$ cat config.mk
export PLATFORM = sky130hd
export DESIGN_NAME = mod_counter_chain
export DESIGN_NICKNAME = d
export VERILOG_FILES = /design/src/rtl/mod_counter_chain.sv
export SDC_FILE = /design/constraint.sdc
export NUM_CORES = 1
export LEC_CHECK = 0
export BUFFER_PORTS_ARGS = -buffer_cell sky130_fd_sc_hd__clkbuf_2
export CORE_ASPECT_RATIO = 1.1
export CORE_MARGIN = 2
export CORE_UTILIZATION = 55
export DETAILED_ROUTE_END_ITERATION = 6
export PLACE_DENSITY_LB_ADDON = 0.25
export SYNTH_ARGS = -nofsm -noshare
export SYNTH_HDL_FRONTEND = slang
export SYNTH_SLANG_ARGS = --single-unit
$ cat constraint.sdc
create_clock -name clk -period 12.5 [get_ports clk]
set_input_delay 3.75 -clock clk [delete_from_list [all_inputs] [get_ports clk]]
set_output_delay 3.75 -clock clk [all_outputs]
set_load 0.005 [all_outputs]
$ cat src/rtl/mod_counter_chain.sv
// mod_counter_chain: cascade of runtime-modulus up/down counters with per-stage carry and a registered full-chain wrap pulse
module mod_counter_chain #(
  parameter int N = 8,
  parameter int CH = 2
) (
  input  logic          clk,
  input  logic          reset,
  input  logic          enable,
  input  logic          load,
  input  logic          dir,
  input  logic [CH*N-1:0] modul,
  input  logic [CH*N-1:0] load_val,
  output logic [CH*N-1:0] q_out,
  output logic [CH-1:0]   c_out,
  output logic          wrap_out
);
  logic [CH*N-1:0] q_nxt;
  for (genvar g = 0; g < CH; g++) begin : stg
    logic adv, cy;
    logic [N-1:0] q, top;
    assign q = q_out[g*N +: N];
    assign top = modul[g*N +: N] - 1'b1;
    if (g == 0) begin : a0
      assign adv = enable & ~load;
    end else begin : an
      assign adv = stg[g-1].cy;
    end
    assign cy = adv & (dir ? q == '0 : q >= top) & reset & ~load;
    assign c_out[g] = cy;
    // Down-counting from an out-of-range value snaps to the new top without a borrow
    assign q_nxt[g*N +: N] = !adv ? q :
                             !dir ? (q >= top ? '0 : q + 1'b1) :
                             (q == '0 || q > top) ? top : q - 1'b1;
  end
  always_ff @(posedge clk) begin
    if (!reset) begin
      q_out <= '0;
      wrap_out <= 1'b0;
    end else begin
      q_out <= load ? load_val : q_nxt;
      wrap_out <= c_out[CH-1];
    end
  end
endmodule

==> impl_metrics.json <==
{
  "max_cap_viol_count": 0,
  "netlist-cell-type-count": 60,
  "synthesis.yosys.warnings": 0,
  "yosys_register_bits": 17,
  "dr.pass1.iters": 4,
  "finalWirelength_um": 6120,
  "synth_fp_nets": 350,
  "vias_per_cell": 6.03,
  "power.density_nw_per_um2": 85.5,
  "die_y_um": 72.3,
  "antenna-diode-count": 0,
  "post_synth_inst_count": 290,
  "cp_slowest_stage_delay_ns": 0.44,
  "routed_wire_length_per_instance_um": 15.9,
  "first_pass_grt_wire_length_um": 10300,
  "clk_transition_reported_paths_ns": 0.07,
  "asyncSetResetFlopFracSynth_pct": 0,
  "cp.buffers_inverters": 3,
  "antenna_found_initial": 0,
  "route.antenna.remaining_nets": 0,
  "insertion_delay_ns": 0.26,
  "first_global_vias": 2282,
  "slew_headroom_pct": 56.4,
  "synth-main-ff-cell": "dfxtp_1",
  "start_util_pct": 58.0,
  "post_cts_buffers": 0,
  "leakage_uw": 0.00115,
  "timing_max_transition_violations_final": 0,
  "gpl.final_weighted_congestion": 0.991,
  "synth_area_per_cell_um2": 8.05,
  "critical_path.top_delay_family": "simple AND/OR/NAND/NOR gates",
  "timing.hold.worst.class": "flip-flop to flip-flop",
  "worst_path_max_delay_cell": "o21ai_2",
  "post-synth-top-area-fraction_pct": 14.6,
  "placement.setup.worst_slack_ns": 2.44,
  "number_of_rows_in_the_core_area": 24,
  "synthMostInstantiatedCell": "nand2_1",
  "place_hpwl_um": 4870,
  "count_of_endpoints_failing_hold_in_the_final_timing_report": 0,
  "cts_hold_buffers": 0,
  "highest_signal_layer_in_the_routed_design": "met4",
  "fin_tns_setup_ns": 0,
  "design.die.area_um2": 4780,
  "required_ns": 8.75,
  "timing.final.crit_period_ns": 10.03,
  "timing.final.setup_violations": 0,
  "synth_top_cell_by_area": "dfxtp_1",
  "cts_tree": "yes",
  "dr_total_vias": 2317,
  "cts-htree-levels": 1,
  "setup.worst_path.class": "input port to output port",
  "gr-usage-all-layers_pct": 27.2,
  "numPortBuffers": 55,
  "crit_chain": "clkbuf_2 > nor2_1 > nand3_1 > nor4_1 > xnor2_1 > ha_1 > a21oi_2 > o21ai_2 > or3_4 > o21ai_2 > inv_1 > clkbuf_2",
  "layout_setup_ws_ns": 2.47,
  "synth.cell_area_um2": 2330,
  "timing.critical_path.arrival_ns": 6.28,
  "cts.root.buffer_cell": "clkbuf_8",
  "grt_overflow_total": 0,
  "design.final.nets": 393,
  "cts-buffers-inserted": 3,
  "detailedRoute.firstIterationViolations": 130,
  "post_synth_most_frequent_cells": "nand2_1, ha_1, xnor2_1",
  "grt_start_max_net_pins": 21,
  "reg2reg_slack_ns": 9.82,
  "met2WireLength_um": 3260,
  "floorplan.core_area_um2": 4020,
  "outcome": "finished clean",
  "num_io_pins": 56,
  "crit_path_end_kind": "output port",
  "drc": 0,
  "maxClockFrequency_ghz": 0.0997,
  "layout-drive-gt1-share_pct": 24.7,
  "rsz0062_at_grt": "false",
  "fin_util_pct": 64.1,
  "ys_top_cells_by_area": "dfxtp_1, ha_1, xnor2_1, xor2_1, nand2_1",
  "ir_drop_uv": 49.2,
  "crit_path_max_fanout": 12,
  "tritoncts_num_sinks": 17,
  "ctsLongestPathBuffers": 2,
  "skew_ns": 0.00706,
  "setup.worst_path.start_class": "input port",
  "wl_met1_um": 2500,
  "wl_met3_um": 263,
  "cts_resized": 0,
  "portion_of_the_post_synthesis_area_used_by_sequential_elements_pct": 14.6,
  "syn2layout_area_growth_pct": 10.5,
  "post_synth_edffs": 0,
  "fp.dieW_um": 66.1,
  "period_share_pct": 80.2,
  "tightest_slew_ns": 0.650
}
## registers in the layout (all words and copies together), names as in the netlist
register / flops
q_out: 16
wrap_out: 1
## power breakdown
part / leakage (uW) / switching [uW] / internal [uW]
clock: 0.0000228 / 20.6 / 22.7
sequential: 0.000141 / 13.1 / 58.8
combinational: 0.000990 / 57.5 / 47.7
total: 0.00115 / 91.3 / 129
## final timing paths
check	from	endpoint	cells past startpoint
setup / recovery	modul[2]	c_out[0]	12
hold / removal	q_out[15]	q_out[15]	2
setup reg to reg	q_out[2]	q_out[12]	8
hold reg to reg	q_out[15]	q_out[15]	2
## placed cells by master (no fill, tap or decap), drive strengths merged, types with 2 or more instances in the layout
master and instances:
clkbuf 59, nand2 28, ha 23, xnor2 19, nor2 18, dfxtp 17
xor2 15, nor3 15, nand3 15, o21ai 15, a21oi 14, inv 13
mux2i 8, a221oi 8, and3 7, nand4 6, a31oi 5, o221ai 5
o211ai 5, nor4 4, nor2b 3, a32oi 3, and2 3, mux2 3
o22ai 3, nor3b 2, o31ai 2, o2111ai 2, or3 2
## through the flow
step	power, uW	area, um2	std cells	hold WS (ns)
floorplan	152	2330	290	0.591
global placement	176	2530	380	0.636
detailed placement	177	2530	380	0.654
CTS	220	2580	384	0.665
global route	236	2580	384	0.724
finish	220	2580	384	0.672
## cells by family (layout without fill, tap and decap cells)
kind of cell	count (synthesis)	after routing	synth area share [%]
XOR/XNOR	34	34	12.8
multiplexers	11	11	4.88
buffers and inverters	30	72	8.10
adder cells (fa/ha/maj)	23	23	12.3
AND/OR/NAND/NOR	106	106	25.0
flip-flops	17	17	14.6
AO/OA/AOI/OAI	69	69	22.4
## final cells by class
type | instances | area, um2
fill | 394 | 1450
sequential | 17 | 340
inverter | 13 | 48.8
clock buffer | 4 | 45.0
tap | 52 | 65.1
timing repair buffer | 55 | 275
multi-input combinational | 243 | 1800
## routing by layer
layer	track usage, %	vias to the layer above
met5	0	-
met4	9.52	0
met3	4.19	10
met2	51.2	61
met1	30.6	1087
li1	-	1159
## worst register-to-register path: stages (launching register included)
cell and delay, ns:
dfxtp_1 0.65, ha_1 0.35, nand4_1 0.17, nor2_2 0.05, or3_4 0.35, o21ai_2 0.44, nand2_1 0.24, o221ai_1 0.25
nor2_1 0.06
Note: power is estimated with default switching activity, not from simulation.
